### config.mk
export PLATFORM = sky130hd
export DESIGN_NAME = mem_port_arbiter
export DESIGN_NICKNAME = d
export VERILOG_FILES = /design/src/rtl/mem_port_arbiter.sv
export SDC_FILE = /design/constraint.sdc
export NUM_CORES = 1
export LEC_CHECK = 0
export ABC_CLOCK_PERIOD_IN_PS = 2100
export BUFFER_PORTS_ARGS = -buffer_cell sky130_fd_sc_hd__buf_4
export CAP_MARGIN = 20
export CORE_AREA = 2 2 108 110
export DETAILED_ROUTE_END_ITERATION = 16
export DIE_AREA = 0 0 110 112
export GPL_ROUTABILITY_DRIVEN = 1
export SKIP_LAST_GASP = 1
export SYNTH_ARGS = -nofsm -noshare
export SYNTH_HDL_FRONTEND = slang
export SYNTH_SLANG_ARGS = --single-unit
export TNS_END_PERCENT = 20
### constraint.sdc
create_clock -name clk -period 2.1 [get_ports clk]
set_input_delay 0.21 -clock clk [delete_from_list [all_inputs] [get_ports clk]]
set_output_delay 0.21 -clock clk [all_outputs]
set_load 0.05 [all_outputs]
### src/rtl/mem_port_arbiter.sv
// ============================================================================
// Module   : mem_port_arbiter
// Purpose  : Shares one memory port between IF and MA with one outstanding
//            transaction, MA priority bounded by an IF starvation limit,
//            store lane formatting and discard of killed fetch responses.
// Revision : 1.0 - initial release
// ============================================================================
`default_nettype none

module mem_port_arbiter #(
  parameter int unsigned MAX_MA_STREAK = 4
) (
  input  logic        clk,
  input  logic        rst_i,
  // instruction fetch
  input  logic        if_req_i,
  input  logic [31:0] if_addr_i,
  input  logic        if_kill_i,
  output logic        if_gnt_o,
  output logic        if_rvalid_o,
  output logic [31:0] if_rdata_o,
  // memory access stage
  input  logic        ma_req_i,
  input  logic        ma_we_i,
  input  logic [31:0] ma_addr_i,
  input  logic [31:0] ma_wdata_i,
  input  logic [1:0]  ma_size_i,
  output logic        ma_gnt_o,
  output logic        ma_rvalid_o,
  output logic [31:0] ma_rdata_o,
  // shared memory port
  output logic        mem_req_o,
  output logic        mem_we_o,
  output logic [31:0] mem_addr_o,
  output logic [31:0] mem_wdata_o,
  output logic [3:0]  mem_be_o,
  input  logic        mem_gnt_i,
  input  logic        mem_rvalid_i,
  input  logic [31:0] mem_rdata_i
);

  localparam logic [1:0] S_IDLE    = 2'd0;
  localparam logic [1:0] S_BUSY_IF = 2'd1;
  localparam logic [1:0] S_BUSY_MA = 2'd2;

  localparam logic [3:0] STREAK_MAX = 4'(MAX_MA_STREAK);

  localparam logic [1:0] SIZE_BYTE = 2'b00;
  localparam logic [1:0] SIZE_HALF = 2'b01;

  logic [1:0]  state_q, state_d;
  logic [3:0]  streak_q, streak_d;
  logic        kill_pend_q, kill_pend_d;

  logic        if_starved;
  logic        ma_sel;
  logic        any_req;
  logic        idle_act;
  logic        launch;
  logic        if_grant;
  logic        ma_grant;
  logic        rsp_if;
  logic        rsp_ma;
  logic        kill_now;

  logic [3:0]  ma_be;
  logic [31:0] ma_wdata_lanes;

  // Fetch address is always word-aligned on the port; the low bits are dropped.
  logic        unused_if_addr_lo;
  assign unused_if_addr_lo = ^if_addr_i[1:0];

  // --------------------------------------------------------------------------
  // Arbitration
  // --------------------------------------------------------------------------
  assign if_starved = if_req_i && (streak_q == STREAK_MAX);
  assign ma_sel     = ma_req_i && !if_starved;
  assign any_req    = if_req_i || ma_req_i;
  assign idle_act   = (state_q == S_IDLE) && !rst_i;
  assign launch     = idle_act && any_req && mem_gnt_i;
  assign ma_grant   = launch && ma_sel;
  assign if_grant   = launch && !ma_sel;

  assign rsp_if     = (state_q == S_BUSY_IF) && mem_rvalid_i && !rst_i;
  assign rsp_ma     = (state_q == S_BUSY_MA) && mem_rvalid_i && !rst_i;

  // A redirect coinciding with the response also discards it: the fetch is stale.
  assign kill_now   = kill_pend_q || if_kill_i;

  // --------------------------------------------------------------------------
  // FSM: state register
  // --------------------------------------------------------------------------
  always_ff @(posedge clk) begin
    if (rst_i) begin
      state_q <= S_IDLE;
    end else begin
      state_q <= state_d;
    end
  end

  // --------------------------------------------------------------------------
  // FSM: next-state logic
  // --------------------------------------------------------------------------
  always_comb begin
    state_d = state_q;
    case (state_q)
      S_IDLE: begin
        if (ma_grant) begin
          state_d = S_BUSY_MA;
        end else if (if_grant) begin
          state_d = S_BUSY_IF;
        end
      end
      S_BUSY_IF: begin
        if (mem_rvalid_i) begin
          state_d = S_IDLE;
        end
      end
      S_BUSY_MA: begin
        if (mem_rvalid_i) begin
          state_d = S_IDLE;
        end
      end
      default: state_d = S_IDLE;
    endcase
  end

  // --------------------------------------------------------------------------
  // FSM: outputs
  // --------------------------------------------------------------------------
  always_comb begin
    mem_req_o   = 1'b0;
    if_gnt_o    = 1'b0;
    ma_gnt_o    = 1'b0;
    if_rvalid_o = 1'b0;
    ma_rvalid_o = 1'b0;
    case (state_q)
      S_IDLE: begin
        mem_req_o = idle_act && any_req;
        if_gnt_o  = if_grant;
        ma_gnt_o  = ma_grant;
      end
      S_BUSY_IF: begin
        if_rvalid_o = rsp_if && !kill_now;
      end
      S_BUSY_MA: begin
        ma_rvalid_o = rsp_ma;
      end
      default: begin
        mem_req_o = 1'b0;
      end
    endcase
  end

  // --------------------------------------------------------------------------
  // Store lane formatting
  // --------------------------------------------------------------------------
  always_comb begin
    ma_be          = 4'b1111;
    ma_wdata_lanes = ma_wdata_i;
    case (ma_size_i)
      SIZE_BYTE: begin
        ma_be          = 4'b0001 << ma_addr_i[1:0];
        ma_wdata_lanes = {4{ma_wdata_i[7:0]}};
      end
      SIZE_HALF: begin
        ma_be          = ma_addr_i[1] ? 4'b1100 : 4'b0011;
        ma_wdata_lanes = {2{ma_wdata_i[15:0]}};
      end
      default: begin
        // Word, and the reserved size encoding, use the full word.
        ma_be          = 4'b1111;
        ma_wdata_lanes = ma_wdata_i;
      end
    endcase
  end

  // --------------------------------------------------------------------------
  // Request field mux
  // --------------------------------------------------------------------------
  always_comb begin
    if (ma_sel) begin
      mem_we_o    = mem_req_o && ma_we_i;
      mem_addr_o  = {ma_addr_i[31:2], 2'b00};
      mem_wdata_o = ma_wdata_lanes;
      mem_be_o    = ma_be;
    end else begin
      mem_we_o    = 1'b0;
      mem_addr_o  = {if_addr_i[31:2], 2'b00};
      mem_wdata_o = 32'h0000_0000;
      mem_be_o    = 4'b1111;
    end
  end

  assign if_rdata_o = mem_rdata_i;
  assign ma_rdata_o = mem_rdata_i;

  // --------------------------------------------------------------------------
  // MA streak counter and fetch kill tracking
  // --------------------------------------------------------------------------
  always_comb begin
    streak_d = streak_q;
    if (if_grant) begin
      streak_d = 4'd0;
    end else if (ma_grant) begin
      if (!if_req_i) begin
        streak_d = 4'd0;
      end else if (streak_q != STREAK_MAX) begin
        streak_d = streak_q + 4'd1;
      end
    end
  end

  always_comb begin
    kill_pend_d = kill_pend_q;
    if (rsp_if) begin
      kill_pend_d = 1'b0;
    end else if (if_kill_i && ((state_q == S_BUSY_IF) || if_grant)) begin
      kill_pend_d = 1'b1;
    end
  end

  always_ff @(posedge clk) begin
    if (rst_i) begin
      streak_q    <= 4'd0;
      kill_pend_q <= 1'b0;
    end else begin
      streak_q    <= streak_d;
      kill_pend_q <= kill_pend_d;
    end
  end

endmodule

`default_nettype wire

==> results.toml <==
[timing]
maxSlewViolCount = 0
finClkSkew_ns = 0.000441
layout_setup_ws_ns = 0.0641
hold_viol_final = 0
fin_crit_ns = 2.04
setup_viol = 0
fin_crit_sh_pct = 96.9
fmax_ghz = 0.491

[floorplan]
die_h_um = 112
die_area_um2 = 12300
chipWidth_um = 110
initial_utilization_pct = 18.4
pin_count = 276
core-area_um2 = 11200
placementRows = 39

[layout]
final_cell_mix = "155 x buf_4, 102 x nand2_1, 27 x buf_6, 16 x mux2i_1, 15 x o21ai_0"
nNetsFinal = 575
fin_util_pct = 29.9
antenna_cells = 0
final_cell_area_um2 = 3340
fillCellCount = 1206
area_delta_synth_final_pct = 62.6
final_common_cell = "buf_4"
final-instance-count-excl-fill = 574
layout-drive-gt1-share_pct = 52.4

[drt]
dr_total_vias = 2391
avgViaCountPerCell = 4.17
wl_per_cell_um = 13.8
drt_iter0_markers = 80
drtPass1Iterations = 4
drc = 0
postRouteWirelength_um = 7900
antenna_left = 0

[placement]
placement.cell_area_um2 = 3010
place.gp.congestion = 0.812
place_ws_ns = 0.113
io_buffers = 175
dp_cells = 562
post-dp-hpwl_um = 5600

[clock_network]
cts_tree = "yes"
clkTransAtPathRegs_ns = 0.04
clockRootBuffer = "clkbuf_16"
cts-htree-levels = 1
worstSkewPairLatency_ns = 0.23
cts_buffers = 3
ctsHoldBuffers = 0
cts_sinks = 7
clockBufferDepth = 2

[global_route]
grt_overflow_total = 0
antenna_found_initial = 0
grt_pass1_wl_um = 10400
grt_pass1_vias = 2266
grt_max_degree = 35
track_usage_pct = 10.5

[status]
run_status = "finished, final reports clean"

[setup_path]
worst-endpoint-arrival_ns = 1.83
cp_top_family = "buffers and inverters"
crit_type = "register to output port"
critical_path.cell_chain = "inv_2 > ha_4 > and3b_4 > a21bo_4 > buf_12 > a21oi_2 > buf_4"
required_ns = 1.89
crit_slowest_cell = "dfxtp_2"
endpoint_kind = "output port"
slowest_delay_ns = 0.36
path_max_fanout = 19
path_buf_inv = 3
cp-startpoint = "streak_q[1]"
crit_path_start_kind = "register"
r2r_start = "streak_q[1]"

[pwr]
p_leak_nw = 1.73
ir_drop_uv = 361
powerDensity_nw_per_um2 = 431

[worst_hold_path]
worstHoldPathType = "primary input to register"
min_from = "rst_i"

[logic_synthesis]
synth_cell_type_count = 41
synth_flop_cell = "dfxtp_1"
synth-edff-count = 0
ys_seq_area_share_pct = 6.83
avgSynthCellArea_um2 = 6.39
synth-async-reset-ratio_pct = 0
ys_ff_latch = 7
synth_area_um2 = 2050
yosys_warnings = 0
postSynthCellCount = 321

[job]
cap_violations = 0
[per-stage QoR]
stage	setup TNS, ns	hold slack (ns)	total power [mW]
2_1_floorplan	-0.536	0.389	1.04
3_3_place_gp	0	0.420	1.04
3_5_place_dp	0	0.420	1.05
4_1_cts	0	0.216	1.39
5_1_grt	-0.0843	0.246	1.52
6_report	0	0.217	1.44
[synthesized netlist by cell type (2+ instances only)]
library cell  number  share of area (%)
nand2_1          102                 19
buf_4             66                 24
nor2_1            18                3.3
mux2i_1           16                7.8
o21ai_0           15                3.7
a21oi_1           11                2.7
nor2_4            10                5.5
and2_1             9                2.7
a21oi_2            8                3.4
dfxtp_1            7                6.8
buf_2              6                1.5
inv_1              6                1.1
buf_6              5                2.7
ha_1               5                3.0
nor2b_1            5                1.5
clkbuf_1           4               0.73
nand3_1            3               0.73
o32ai_1            2               0.85
[layer usage]
| metal | wire, µm | GRT usage (%) | vias up | part of all wire (%) |
|---|---|---|---|---|
| met4 | 278 | 5.32 | 0 | 3.5 |
| met2 | 4110 | 20.1 | 128 | 52 |
| met1 | 2830 | 10.5 | 1054 | 36 |
| met5 | 0 | 0 | - | 0 |
| met3 | 680 | 1.87 | 28 | 8.6 |
| li1 | - | - | 1181 | - |
[registers in the layout (all words and copies together), names as in the netlist]
register	count
state_q	2
streak_q	4
kill_pend_q	1
[cell type report]
cell class / instances / area, µm² / area share, %
well taps: 143 / 179 / 5.36
clock buffers: 4 / 78.8 / 2.36
multi-input cells: 225 / 1310 / 39.1
flip-flops and latches: 7 / 145 / 4.35
inverters: 7 / 26.3 / 0.787
repair buffers: 188 / 1600 / 48.0
[path summary, 6_finish.rpt]
kind               endpoint  cells past startpoint  slack [ns]
min             streak_q[1]                      2        0.22
min reg2reg     kill_pend_q                      1        0.47
max reg2reg     kill_pend_q                      8        0.42
max          mem_wdata_o[8]                      7        0.06
[worst reg2reg max path, delay by kind of cell (launching register included)]
| kind | cells | cell delay, ns |
|---|---|---|
| AO/OA/AOI/OAI | 2 | 0.51 |
| flip-flops | 1 | 0.36 |
| adder cells (fa/ha/maj) | 1 | 0.16 |
| buffers and inverters | 3 | 0.27 |
| AND/OR/NAND/NOR | 2 | 0.28 |
[power by group]
part,internal [mW],switching [mW],total [mW]
Clock,0.253,0.0759,0.329
Sequential,0.138,0.00295,0.141
Combinational,0.380,0.590,0.970
[kinds of logic (layout without fill, tap and decap cells)]
family / after synthesis / count (layout) / synth area share (%)
other cells: 1 / 2 / 0.183
buf+inv: 90 / 199 / 31.3
mux: 16 / 16 / 7.80
simple gates: 160 / 160 / 37.4
flops: 7 / 7 / 6.83
compound gates: 42 / 42 / 13.4
fa+ha+maj: 5 / 5 / 3.05
[repair_timing]
action	CTS	global route
resized for setup	3	34
cloned	0	5
setup endpoints to repair	58	64
buffers inserted	1	2
endpoints found under the hold margin	0	0
pin swaps	1	3
(Power assumes the default switching activity.)
